===== src/rtl/uart_led_cmd_parser.sv =====
// UART LED command parser: assembles HEADER/CMD/DATA/CHK frames from uart_rx,
// executes them on an LED register and returns one response byte via uart_tx.
module uart_led_cmd_parser #(
    parameter logic [7:0] HEADER         = 8'hA5,
    parameter logic [7:0] LED_INIT       = 8'h00,
    parameter int         TIMEOUT_CYCLES = 25000
) (
    input  logic       clk,
    input  logic       rst,
    input  logic [7:0] rx_byte,
    input  logic       rx_valid,
    input  logic       tx_busy,
    output logic       tx_req,
    output logic [7:0] tx_byte,
    output logic [7:0] led,
    output logic       frame_ok,
    output logic       frame_err,
    output logic [7:0] err_cnt
);

    localparam int CW = (TIMEOUT_CYCLES > 2) ? $clog2(TIMEOUT_CYCLES) : 1;
    localparam logic [CW-1:0] TMO_LAST = CW'(TIMEOUT_CYCLES - 1);

    localparam logic [7:0] CMD_SET    = 8'h01;
    localparam logic [7:0] CMD_TOGGLE = 8'h02;
    localparam logic [7:0] CMD_READ   = 8'h03;
    localparam logic [7:0] ACK        = 8'h06;
    localparam logic [7:0] NAK        = 8'h15;

    typedef enum logic [2:0] {
        IDLE,
        GET_CMD,
        GET_DATA,
        GET_CHK,
        RESP,
        RESP_WAIT
    } state_t;

    state_t        state, state_n;
    logic [7:0]    cmd, cmd_n;
    logic [7:0]    data, data_n;
    logic [7:0]    led_n, tx_byte_n, err_cnt_n;
    logic          tx_req_n, ok_n, err_n, bump;
    logic [CW-1:0] cnt, cnt_n;
    logic          known;

    always_ff @(posedge clk) begin
        if (rst) begin
            state     <= IDLE;
            cmd       <= 8'h00;
            data      <= 8'h00;
            led       <= LED_INIT;
            tx_req    <= 1'b0;
            tx_byte   <= 8'h00;
            frame_ok  <= 1'b0;
            frame_err <= 1'b0;
            err_cnt   <= 8'h00;
            cnt       <= '0;
        end else begin
            state     <= state_n;
            cmd       <= cmd_n;
            data      <= data_n;
            led       <= led_n;
            tx_req    <= tx_req_n;
            tx_byte   <= tx_byte_n;
            frame_ok  <= ok_n;
            frame_err <= err_n;
            err_cnt   <= err_cnt_n;
            cnt       <= cnt_n;
        end
    end

    assign known = (cmd == CMD_SET) || (cmd == CMD_TOGGLE) || (cmd == CMD_READ);

    always_comb begin
        state_n   = state;
        cmd_n     = cmd;
        data_n    = data;
        led_n     = led;
        tx_req_n  = tx_req;
        tx_byte_n = tx_byte;
        ok_n      = 1'b0;
        err_n     = 1'b0;
        bump      = 1'b0;
        cnt_n     = '0;
        err_cnt_n = err_cnt;

        unique case (state)
            IDLE: begin
                if (rx_valid && rx_byte == HEADER)
                    state_n = GET_CMD;
            end
            GET_CMD, GET_DATA, GET_CHK: begin
                if (rx_valid) begin
                    if (state == GET_CMD) begin
                        cmd_n   = rx_byte;
                        state_n = GET_DATA;
                    end else if (state == GET_DATA) begin
                        data_n  = rx_byte;
                        state_n = GET_CHK;
                    end else begin
                        if (known && rx_byte == (cmd ^ data)) begin
                            ok_n = 1'b1;
                            if (cmd == CMD_SET)
                                led_n = data;
                            else if (cmd == CMD_TOGGLE)
                                led_n = led ^ data;
                            tx_byte_n = (cmd == CMD_READ) ? led : ACK;
                        end else begin
                            err_n     = 1'b1;
                            bump      = 1'b1;
                            tx_byte_n = NAK;
                        end
                        tx_req_n = 1'b1;
                        state_n  = RESP;
                    end
                end else if (cnt == TMO_LAST) begin
                    // Frame abandoned: error, but no response byte.
                    err_n   = 1'b1;
                    bump    = 1'b1;
                    state_n = IDLE;
                end else begin
                    cnt_n = cnt + 1'b1;
                end
            end
            RESP: begin
                if (tx_busy) begin
                    tx_req_n = 1'b0;
                    state_n  = RESP_WAIT;
                end
            end
            RESP_WAIT: begin
                if (!tx_busy)
                    state_n = IDLE;
            end
            default: state_n = IDLE;
        endcase

        if (bump && err_cnt != 8'hFF)
            err_cnt_n = err_cnt + 8'h01;
    end

endmodule


===== config.mk =====
export PLATFORM = sky130hd
export DESIGN_NAME = uart_led_cmd_parser
export DESIGN_NICKNAME = d
export VERILOG_FILES = /design/src/rtl/uart_led_cmd_parser.sv
export SDC_FILE = /design/constraint.sdc
export NUM_CORES = 1
export LEC_CHECK = 0
export ABC_CLOCK_PERIOD_IN_PS = 5600
export BUFFER_PORTS_ARGS = -buffer_cell sky130_fd_sc_hd__buf_2
export CORE_ASPECT_RATIO = 2
export CORE_MARGIN = 3
export CORE_UTILIZATION = 60
export CTS_CLUSTER_SIZE = 25
export DETAILED_ROUTE_END_ITERATION = 10
export GPL_TIMING_DRIVEN = 0
export MAX_ROUTING_LAYER = met4
export PLACE_DENSITY_LB_ADDON = 0.12
export SYNTH_ARGS = -nofsm -noshare
export SYNTH_HDL_FRONTEND = slang
export SYNTH_SLANG_ARGS = --single-unit
export TNS_END_PERCENT = 100

===== constraint.sdc =====
create_clock -name clk -period 5.6 [get_ports clk]
set_clock_uncertainty 0.1 [all_clocks]
set_input_delay 1.68 -clock clk [delete_from_list [all_inputs] [get_ports clk]]
set_output_delay 1.68 -clock clk [all_outputs]
set_load 0.01 [all_outputs]

Word-level counts from Yosys, hierarchy flattened
Cells that the tools add are included.

RAM bits: 0. Register bits after elaboration: 61. Word-level logic and storage cells: 78. Input bits: 12. ROM bits: 0. Output and inout bits: 27. Latch bits: 0. Memories: 0.

$lt $le $gt $ge: 0. Bitwise operators: 6. Equality and inequality tests: 19. Muxes and demuxes: 24. Multipliers: 0. Shift-type cells: 0. Add/subtract/negate cells: 2. Div/mod/pow operators: 0. Reductions and logical operators: 17.

Operators with widths (number): 2-to-1 mux 8 bit (4); 2-to-1 mux 3 bit (7); == test 8 x 2 -> 1 bit, second input constant (2); XOR 8 bit (2); adder 15 x 1 -> 15 bit, second input constant (1); == test 15 bit, second input constant (1); != test 2 bit, second input constant (6); case mux 3 bit (4 select lines) (1); AND reduction 4 bit (3); 2-to-1 mux 1 bit (11); adder 8 x 1 -> 8 bit, second input constant (1); == test 8 x 1 -> 1 bit, second input constant (1); == test 8 bit (1); == test 8 bit, second input constant (1); != test 8 bit, second input constant (1); == test 3 x 2 -> 1 bit, second input constant (2); == test 3 bit, second input constant (2); AND reduction 6 bit (1); AND reduction 5 bit (1); OR reduction 5 bit (1); inverter 1 bit (4); nonzero test 2 bit (2); OR reduction 4 bit (1); == test 3 x 1 -> 1 bit, second input constant (1); other kinds (7) (10).

Logic depth before layout (Yosys ltp)
Gate-level depths: netlist (run 1).

Depth after elaboration: 10. Depth in mapped cells: 8. Gate-level depth less buffers: 6.

Worst setup path after synthesis (run 1)
Ideal clock, no wire load.

Path type: input to register. Start point: input port rx_byte[6]. End point: register tx_byte[3]. Setup time: 0.060 ns. Required time: 5.440 ns. Path buffers: 0. Stages on the path: 5. Data arrival time: 3.061 ns. Slack: 2.379 ns. Cell sequence: xnor3_1 nand4_1 nor4_2 nor3b_1 a22o_1.

Longest elaborated chain between the ends: 3.

RTL lines: start, declared (RTL line 10) `input logic [7:0] rx_byte,`; == test 8 bit (RTL line 102) `if (known && rx_byte == (cmd ^ data)) begin`; logical AND 1 bit (RTL line 102); 2-to-1 mux 8 bit (RTL line 102); end signal, assigned (RTL line 65) `tx_byte <= tx_byte_n;`; end, declared (RTL line 14) `output logic [7:0] tx_byte,`.

No other way between the ends. A chain may end at the register's enable or synchronous reset.

Worst setup path after layout (run 1)
Start point: input port rx_byte[0]. End point: register tx_byte[6].

The elaborated chain is that of the path after synthesis.

==> out/qor.txt, run 1 <==
outcome: complete, no violations
crit path cell chain: buf_2, xnor3_1, nand4_1, nor4_2, nor3b_1, a22o_1
CORE AREA: 4686 sq um
final std cells w/o fill: 434
crit path DAT: 3490 ps
share of layout cells above drive strength 1: 0.1979
floorplan die width: 55.74 um
worst-case reg-to-reg path depth: 7
initial antenna violation count: 0
max-cap viol count: 0
Hold Buf Count CTS: 0
CP max stage cell: nor4_2
clock latency on the worst-skew pair: 340 ps
Setup Viol. Count Final: 0
CP endpoint kind: flip-flop
critical-path maximum fanout: 7
post-route ant nets: 0
Cell Rows: 35
Post-layout nets: 388
Synth Warn #: 0
Final min period: 3301 ps
# clock sinks: 61
Initial Util: 0.6336
Final Cycle Share: 0.5895
count of cell types in the netlist: 55
All-Layer GR Usage: 0.2610
vias in the first global route: 2642
Critical Path RT: 5780 ps
Die Y: 105.5 um
RSZ-0062 raised after global routing: false
setup tns final: 0 ps
setup bufs post-CTS: 0
post-CTS sizing: 0
VDD IR max: 303.1 uV
vias per cell: 6.000
synthesized area per cell: 9.136 sq um
critical path type: input port to flip-flop
initial drt markers: 92
Worst-Margin Slew: 959.7 ps
port buffer count: 38
Num CTS Buffers: 9
worst hold path class: flip-flop to flip-flop
global route overflow: 0
post-synthesis sequential area ratio: 0.4113
largest net degree at the start of global routing: 12
global-route wire length before repair: 11.81 mm
EDFF count, synth: 0
I/O pin count: 39
diode count: 0
Placer Congestion: 0.8894
pre-CTS WS: 1936 ps
Hold Fails Final Rpt: 0
Cells after Synth: 325
final worst setup slack: 2299 ps
Crit path largest cell delay: 520 ps
post-synth design cell area: 2969 sq um
placed cells: 418
first-pass detailed-route iteration total: 4
CP Launch Type: input port
CTS Buffer Depth: 2
DR vias: 2604
Final HPWL DP: 5.081 mm
Clk pin slew, worst setup/hold paths: 70 ps
FFs w/ async S/R, synth: 0
# fillers: 362
root buf cell: clkbuf_8
Hold Path Depth: 1
Synth-to-Final Area Change: 16.77%
Routed WL per cell: 16.10 um
Lkg Pwr: 1.332 nW
htree depth: 3
TritonCTS clock tree: yes
power per cell area: 269.0 nW/um^2
Detailed Route WL: 6.989 mm
die area: 5879 sq um
Post-synth top flop: dfxtp_1
fin. max-slew vios: 0
worst rel slew slack: 0.3553
post-synthesis net count: 339
DR DRC count: 0
Tot Pwr: 932.8 uW
Yosys reg bits: 61
Max Freq: 302.9 MHz
-- placed cells by master (no fill, tap or decap), types with 9 or more instances in the layout --
| cell type | count |
|---|---|
| buf_2 | 39 |
| a21oi_1 | 24 |
| inv_1 | 14 |
| mux2i_1 | 9 |
| clkbuf_8 | 9 |
| clkbuf_1 | 11 |
| nand2_1 | 28 |
| dfxtp_1 | 61 |
| and3_1 | 9 |
| nor2_1 | 40 |
-- worst paths after layout --
check	startpoint	to	slack, ps
max	rx_byte[0]	tx_byte[6]	2300
min	cnt[0]	cnt[0]	350
max reg2reg	state[0]	led[7]	3170
min reg2reg	cnt[0]	cnt[0]	350
-- synth_stat cells (3+ instances only) --
library cell  number  share of area
dfxtp_1           61           0.41
nor2_1            40          0.051
nand2_1           28          0.035
a21oi_1           24          0.040
inv_1             14          0.018
clkbuf_1          10          0.013
and3_1             9          0.019
mux2i_1            9          0.030
nand3_1            8          0.013
o211ai_1           8          0.020
nand4_1            7          0.015
xnor2_1            7          0.021
xnor3_1            7          0.053
xor2_1             7          0.021
nor2b_1            6          0.013
nor3_1             6          0.010
a211o_2            5          0.017
nor4_1             5          0.011
a22o_1             4          0.012
mux2_2             4          0.015
nand2b_1           4         0.0084
a211oi_1           3         0.0076
and4_1             3         0.0089
nand4b_1           3         0.0089
nor3b_1            3         0.0076
-- worst max-delay path, delay by kind of cell --
| family | cells | cell delay, ps |
|---|---|---|
| simple gates | 3 | 1180 |
| xor+xnor | 1 | 300 |
| compound gates | 1 | 190 |
| buf+inv | 1 | 130 |
-- layout make-up --
cell class	count	area [sq um]	share of cell area
Tap cell	55	68.82	0.01985
Inverter	14	52.55	0.01516
Clock buffer	10	127.6	0.03681
Buffer	14	68.82	0.01985
Multi-Input combinational cell	236	1627	0.4691
Clock inverter	6	111.4	0.03212
Timing Repair Buffer	38	190.2	0.05485
Sequential cell	61	1221	0.3522
-- state kept, by name, indices dropped and copies added, names as in the netlist --
| signal | cells |
|---|---|
| state | 3 |
| tx_req | 1 |
| cmd | 8 |
| frame_ok | 1 |
| frame_err | 1 |
| tx_byte | 8 |
| err_cnt | 8 |
| led | 8 |
| data | 8 |
| cnt | 15 |
-- logic make-up (layout without fill, tap and decap cells) --
group / count (synthesis) / in the layout / share of synthesized area
AO/OA/AOI/OAI: 59 / 59 / 0.1365
XOR/XNOR: 22 / 22 / 0.1032
adder cells (fa/ha/maj): 3 / 3 / 0.01180
buffers and inverters: 28 / 82 / 0.04087
flip-flops: 61 / 61 / 0.4113
multiplexers: 13 / 13 / 0.04551
AND/OR/NAND/NOR: 139 / 139 / 0.2507
-- where the power goes --
part           switching [mW]  leakage [nW]  internal [mW]
registers           0.0000906         0.491          0.434
clock network           0.174         0.116          0.296
logic                  0.0170         0.725         0.0120
-- through the flow --
step           area, sq um  hold WS [ps]    util
5_1_grt               3467         361.8  0.7399
3_3_place_gp          3228         326.0  0.6889
3_5_place_dp          3228         339.4  0.6889
6_report              3467         350.4  0.7399
2_1_floorplan         2969         317.9       -
4_1_cts               3467         350.1  0.7399
-- metal layers --
metal / up-vias / global-route usage / wire [um]
li1: 1265 / - / -
met1: 1246 / 0.2547 / 2653
met2: 70 / 0.4686 / 3767
met3: 23 / 0.04902 / 260
met4: 0 / 0.1496 / 307
met5: - / - / 0
Power figures use the tool's default switching activity.
==> run 2: changes to the inputs <==
--- a/config.mk
+++ b/config.mk
@@ -5,11 +5,11 @@
 export SDC_FILE = /design/constraint.sdc
 export NUM_CORES = 1
 export LEC_CHECK = 0
-export ABC_CLOCK_PERIOD_IN_PS = 5600
+export ABC_CLOCK_PERIOD_IN_PS = 3000
 export BUFFER_PORTS_ARGS = -buffer_cell sky130_fd_sc_hd__buf_2
 export CORE_ASPECT_RATIO = 2
 export CORE_MARGIN = 3
-export CORE_UTILIZATION = 60
+export CORE_UTILIZATION = 52
 export CTS_CLUSTER_SIZE = 25
 export DETAILED_ROUTE_END_ITERATION = 10
 export GPL_TIMING_DRIVEN = 0
==> constraint.sdc (replaced) <==
create_clock -name clk -period 3 [get_ports clk]
set_clock_uncertainty 0.1 [all_clocks]
set_input_delay 0.9 -clock clk [delete_from_list [all_inputs] [get_ports clk]]
set_output_delay 0.9 -clock clk [all_outputs]
set_load 0.01 [all_outputs]
==> out/qor.txt, run 2 (same netlist as run 1, synthesis figures left out) <==
outcome: complete, no violations
floorplan die width: 59.43 um (+6.6%)
Cell Rows: 38 (+8.6%)
worst hold path class: flip-flop to flip-flop
post-route ant nets: 0 (unchanged)
crit path DAT: 2750 ps (-740 ps)
Lkg Pwr: 1.313 nW (-1.5%)
placed cells: 423 (+1.2%)
global route overflow: 0 (unchanged)
Crit path largest cell delay: 590 ps (+70 ps)
pre-CTS WS: 65.34 ps (-1870 ps)
most common cell after layout, fill and taps aside: dfxtp_1
crit path cell chain: buf_2, xnor3_1, nand4_1, nor4_2, nor3b_1, a22o_1
# clock sinks: 61 (unchanged)
area of placed instances: 3234 sq um (+0.19%)
I/O pin count: 39 (unchanged)
CP max stage cell: nor4_2
VDD IR max: 408.4 uV (+35%)
max-cap viol count: 0 (unchanged)
Routed WL per cell: 16.04 um (-0.40%)
Placer Congestion: 0.8606 (-3.2%)
CP endpoint kind: flip-flop
setup tns final: 0 ps (unchanged)
All-Layer GR Usage: 0.2355 (-0.02543)
Final min period: 2572 ps
Reg2Reg Capture Point: led[6]
DR DRC count: 0 (unchanged)
delay-heaviest family, CP: simple AND/OR/NAND/NOR gates
global-route wire length before repair: 11.38 mm (-3.7%)
port buffer count: 38 (unchanged)
Hold Path Depth: 1 (unchanged)
die area: 6707 sq um (+14%)
initial drt markers: 92 (unchanged)
vias in the first global route: 2485 (-5.9%)
Tot Pwr: 1.559 mW (+67%)
Buf/Inv on CP: 1 (unchanged)
Critical Path RT: 3180 ps (-2600 ps)
htree depth: 3 (unchanged)
hold worst-path end: cnt[0]
Setup Viol. Count Final: 0 (unchanged)
Initial Util: 0.5430 (-0.09062)
setup bufs post-CTS: 0 (unchanged)
CP Launch Type: input port
worst rel slew slack: 0.3058 (-0.04952)
Hold Path Origin: cnt[0]
worst-case reg-to-reg path depth: 7 (unchanged)
final core area utilization: 0.6263 (-0.1136)
Final HPWL DP: 5.290 mm (+4.1%)
Max Freq: 388.9 MHz
Worst-Margin Slew: 1033 ps (+73.70 ps)
critical-path maximum fanout: 7 (unchanged)
share of layout cells above drive strength 1: 0.1926 (-0.005277)
clock latency on the worst-skew pair: 340 ps (about the same)
TritonCTS clock tree: yes
post-CTS sizing: 0 (unchanged)
fin. max-slew vios: 0 (unchanged)
Hold Fails Final Rpt: 0 (unchanged)
Largest Register: cnt
critical path type: input port to flip-flop
final std cells w/o fill: 439 (+1.2%)
flop-to-flop setup slack: 500 ps (-2670 ps)
diode count: 0 (unchanged)
RSZ-0062 raised after global routing: false
CORE AREA: 5468 sq um (+17%)
final instance area: 3425 sq um (-1.2%)
Die Y: 112.9 um (+7.0%)
Post-layout nets: 388 (unchanged)
final worst setup slack: 428.4 ps (-1871 ps)
commonest cells after routing, fill and taps aside: dfxtp_1 (61), nor2_1 (40), buf_2 (39)
CTS Buffer Depth: 2 (unchanged)
root buf cell: clkbuf_8
Synth-to-Final Area Change: 15.34%
Reg2Reg Launch Point: state[0]
power per cell area: 455.2 nW/um^2 (+69%)
DR vias: 2536 (-2.6%)
largest net degree at the start of global routing: 11 (-1)
initial antenna violation count: 0 (unchanged)
vias per cell: 5.777 (-3.7%)
Clk pin slew, worst setup/hold paths: 60 ps (about the same)
hold_ws: 346.1 ps (-4.328 ps)
Num CTS Buffers: 9 (unchanged)
Final Cycle Share: 0.8572
first-pass detailed-route iteration total: 4 (unchanged)
max reg flops: 15 (unchanged)
Detailed Route WL: 7.041 mm (+0.74%)
Hold Buf Count CTS: 0 (unchanged)
-- run 2: cell types whose count changed in the layout (fill, tap and decap cells not counted), sizes merged --
cell and delta:
clkinv -2, bufinv -3, clkinvlp -1, clkbuf +6
-- run 2: final cells by class --
class | instances | area [sq um]
Buffer | 14 | 68.82
Clock buffer | 16 | 190.2
Fill cell | 512 | 2043
Inverter | 14 | 52.55
Multi-Input combinational cell | 236 | 1627
Sequential cell | 61 | 1221
Tap cell | 60 | 75.07
Timing Repair Buffer | 38 | 190.2
-- run 2: worst max-delay path by stage --
| stage | startpoint | endpoint | slack (ps) | cells after the start |
|---|---|---|---|---|
| after floorplan | rx_byte[6] | tx_byte[3] | 560 | 5 |
| after global placement | rx_byte[6] | tx_byte[6] | 110 | 6 |
| after detailed placement | rx_byte[6] | tx_byte[6] | 70 | 6 |
| after CTS | rx_byte[6] | tx_byte[6] | 430 | 6 |
| after global routing | rx_byte[6] | tx_byte[6] | 270 | 6 |
| final | rx_byte[6] | tx_byte[6] | 430 | 6 |
-- run 2: metal layers --
| layer | GRT usage | vias up | part of all wire |
|---|---|---|---|
| met1 | 0.2359 | 1198 | 0.37 |
| met3 | 0.05251 | 19 | 0.030 |
| met5 | - | - | 0 |
| met4 | 0.1407 | 0 | 0.040 |
| met2 | 0.3981 | 46 | 0.56 |
| li1 | - | 1273 | - |
-- run 2: power breakdown --
part / switching, mW / total (mW) / internal (mW)
registers: 0.000156 / 0.810 / 0.810
clock network: 0.302 / 0.694 / 0.392
logic: 0.0320 / 0.0545 / 0.0224
total: 0.335 / 1.56 / 1.22
==> run 3: changes to the inputs <==
--- a/config.mk
+++ b/config.mk
@@ -15,6 +15,7 @@
 export GPL_TIMING_DRIVEN = 0
 export MAX_ROUTING_LAYER = met4
 export PLACE_DENSITY_LB_ADDON = 0.12
+export SETUP_SLACK_MARGIN = 0.5
 export SYNTH_ARGS = -nofsm -noshare
 export SYNTH_HDL_FRONTEND = slang
 export SYNTH_SLANG_ARGS = --single-unit
==> constraint.sdc (replaced) <==
create_clock -name clk -period 3 [get_ports clk]
set_clock_uncertainty 0.1 [all_clocks]
set_input_delay 0.9 -clock clk [delete_from_list [all_inputs] [get_ports clk]]
set_output_delay 0.9 -clock clk [all_outputs]
set_load 0.05 [all_outputs]
==> out/qor.txt, run 3 (same netlist as run 1, synthesis figures left out) <==
outcome: complete, no violations
Hold Path Origin: cnt[0]
htree depth: 3 (unchanged)
Clk pin slew, worst setup/hold paths: 60 ps (about the same)
Final Cycle Share: 0.8019 (-0.05527)
Hold Path Depth: 1 (unchanged)
VDD IR max: 409.0 uV (+0.13%)
# fillers: 499 (-2.5%)
worst rel slew slack: 0.3028 (-0.002982)
Lkg Pwr: 1.349 nW (+2.7%)
initial antenna violation count: 0 (unchanged)
Cell Rows: 38 (unchanged)
global route overflow: 0 (unchanged)
Crit path depth: 7 (+1)
DR DRC count: 0 (unchanged)
setup tns final: 0 ps (unchanged)
die area: 6707 sq um (unchanged)
CORE AREA: 5468 sq um (unchanged)
Placer Congestion: 0.8606 (unchanged)
worst-case reg-to-reg path depth: 5 (-2)
final worst setup slack: 594.2 ps (+165.8 ps)
RSZ-0062 raised after global routing: true
power per cell area: 448.2 nW/um^2 (-1.5%)
diode count: 0 (unchanged)
Critical Path RT: 3130 ps (-50 ps)
share of layout cells above drive strength 1: 0.2094 (+0.01681)
critical-path maximum fanout: 10 (+3)
Die Y: 112.9 um (unchanged)
crit path cell chain: buf_2, xnor3_1, nand4_1, nor4_4, clkbuf_4, nor2_1, mux2_2
global-route wire length before repair: 11.54 mm (+1.4%)
delay-heaviest family, CP: simple AND/OR/NAND/NOR gates
vias in the first global route: 2492 (+0.28%)
largest net degree at the start of global routing: 11 (unchanged)
critical path type: input port to flip-flop
CP max stage cell: nor4_4
Hold Fails Final Rpt: 0 (unchanged)
Worst-Margin Slew: 1038 ps (+4.439 ps)
worst hold path class: flip-flop to flip-flop
# clock sinks: 61 (unchanged)
TritonCTS clock tree: yes
first-pass detailed-route iteration total: 4 (unchanged)
Synth-to-Final Area Change: 17.36%
Initial Util: 0.5430 (unchanged)
post-route ant nets: 0 (unchanged)
fin. max-slew vios: 0 (unchanged)
Reg2Reg Capture Point: err_cnt[4]
initial drt markers: 111 (+21%)
Hold Buf Count CTS: 0 (unchanged)
final instance area: 3485 sq um (+1.8%)
Detailed Route WL: 7.181 mm (+2.0%)
Final min period: 2406 ps (-165.8 ps)
root buf cell: clkbuf_8
CP Launch Type: input port
Crit path largest cell delay: 330 ps (-260 ps)
clock latency on the worst-skew pair: 340 ps (about the same)
Post-layout nets: 391 (+0.77%)
flop-to-flop setup slack: 620 ps (+120 ps)
Max Freq: 415.7 MHz (+6.9%)
Setup Viol. Count Final: 0 (unchanged)
multi-input logic area: 1660 sq um (+2.1%)
Largest Register: cnt
commonest cells after routing, fill and taps aside: dfxtp_1 (61), nor2_1 (40), buf_2 (38)
pre-CTS WS: 65.34 ps (unchanged)
vias per cell: 5.774 (about the same)
Reg2Reg Launch Point: cnt[14]
Final HPWL DP: 5.290 mm (unchanged)
Routed WL per cell: 16.25 um (+1.3%)
Buf/Inv on CP: 2 (+1)
hold worst-path end: cnt[0]
most common cell after layout, fill and taps aside: dfxtp_1
Num CTS Buffers: 9 (unchanged)
DR vias: 2552 (+0.63%)
CP endpoint kind: flip-flop
max-cap viol count: 0 (unchanged)
I/O pin count: 39 (unchanged)
max reg flops: 15 (unchanged)
port buffer count: 38 (unchanged)
All-Layer GR Usage: 0.2385 (+0.002920)
crit path DAT: 2540 ps (-210 ps)
area of placed instances: 3234 sq um (unchanged)
Reg area: 1221 sq um (unchanged)
floorplan die width: 59.43 um (unchanged)
CTS Buffer Depth: 2 (unchanged)
## run 3: cell count changes in the layout (fill, tap and decap cells not counted), sizes merged
cell and change:
buf +2, clkbuf +1
## run 3: final cells by class
type / count / share of cell area
Multi-Input combinational cell: 236 / 0.4765
Sequential cell: 61 / 0.3504
Timing Repair Buffer: 41 / 0.06104
Clock buffer: 16 / 0.05458
Tap cell: 60 / 0.02154
Buffer: 14 / 0.02083
Inverter: 14 / 0.01508
## run 3: metrics by stage
stage / utilization / cells / total power [mW] / hold slack [ps]
after floorplan: - / 325 / 0.8587 / 317.9
after detailed placement: 0.5915 / 423 / 0.8830 / 341.6
final: 0.6373 / 442 / 1.562 / 346.1
after global placement: 0.5915 / 423 / 0.8822 / 332.7
after CTS: 0.6304 / 440 / 1.580 / 355.8
after global routing: 0.6373 / 442 / 1.617 / 373.8
## run 3: repair_timing
action / CTS / global route
resized for setup: 2 / 6
setup endpoints to repair: 7 / 11
pin swaps: 0 / 2
buffers inserted: 1 / 2
## run 3: how the worst max path moves through the flow
stage,startpoint,endpoint
final,rx_byte[0],err_cnt[0]
after global routing,rx_byte[2],tx_byte[6]
after CTS,rx_byte[6],tx_byte[6]
after detailed placement,rx_byte[6],tx_byte[6]
after global placement,rx_byte[6],tx_byte[6]
after floorplan,rx_byte[6],tx_byte[6]
## run 3: where the power goes
| group | switching, mW | total (mW) | leakage, nW | internal [mW] |
|---|---|---|---|---|
| clock network | 0.303 | 0.695 | 0.0970 | 0.392 |
| logic | 0.0341 | 0.0567 | 0.761 | 0.0226 |
| registers | 0.000158 | 0.810 | 0.491 | 0.810 |
## run 3: worst register-to-register path, cell delays in order (launching register included)
cell and delay (ps):
dfxtp_1 340, nor4bb_1 500, a41o_1 330, nand4b_1 320, or4_1 570, a21oi_1 160
## run 3: metal layers
metal | GRT usage | vias to the layer above | routed length (um)
met5 | - | - | 0
met4 | 0.1377 | 0 | 239
met3 | 0.05251 | 16 | 223
met2 | 0.4018 | 42 | 4024
met1 | 0.2428 | 1215 | 2694
li1 | - | 1279 | -
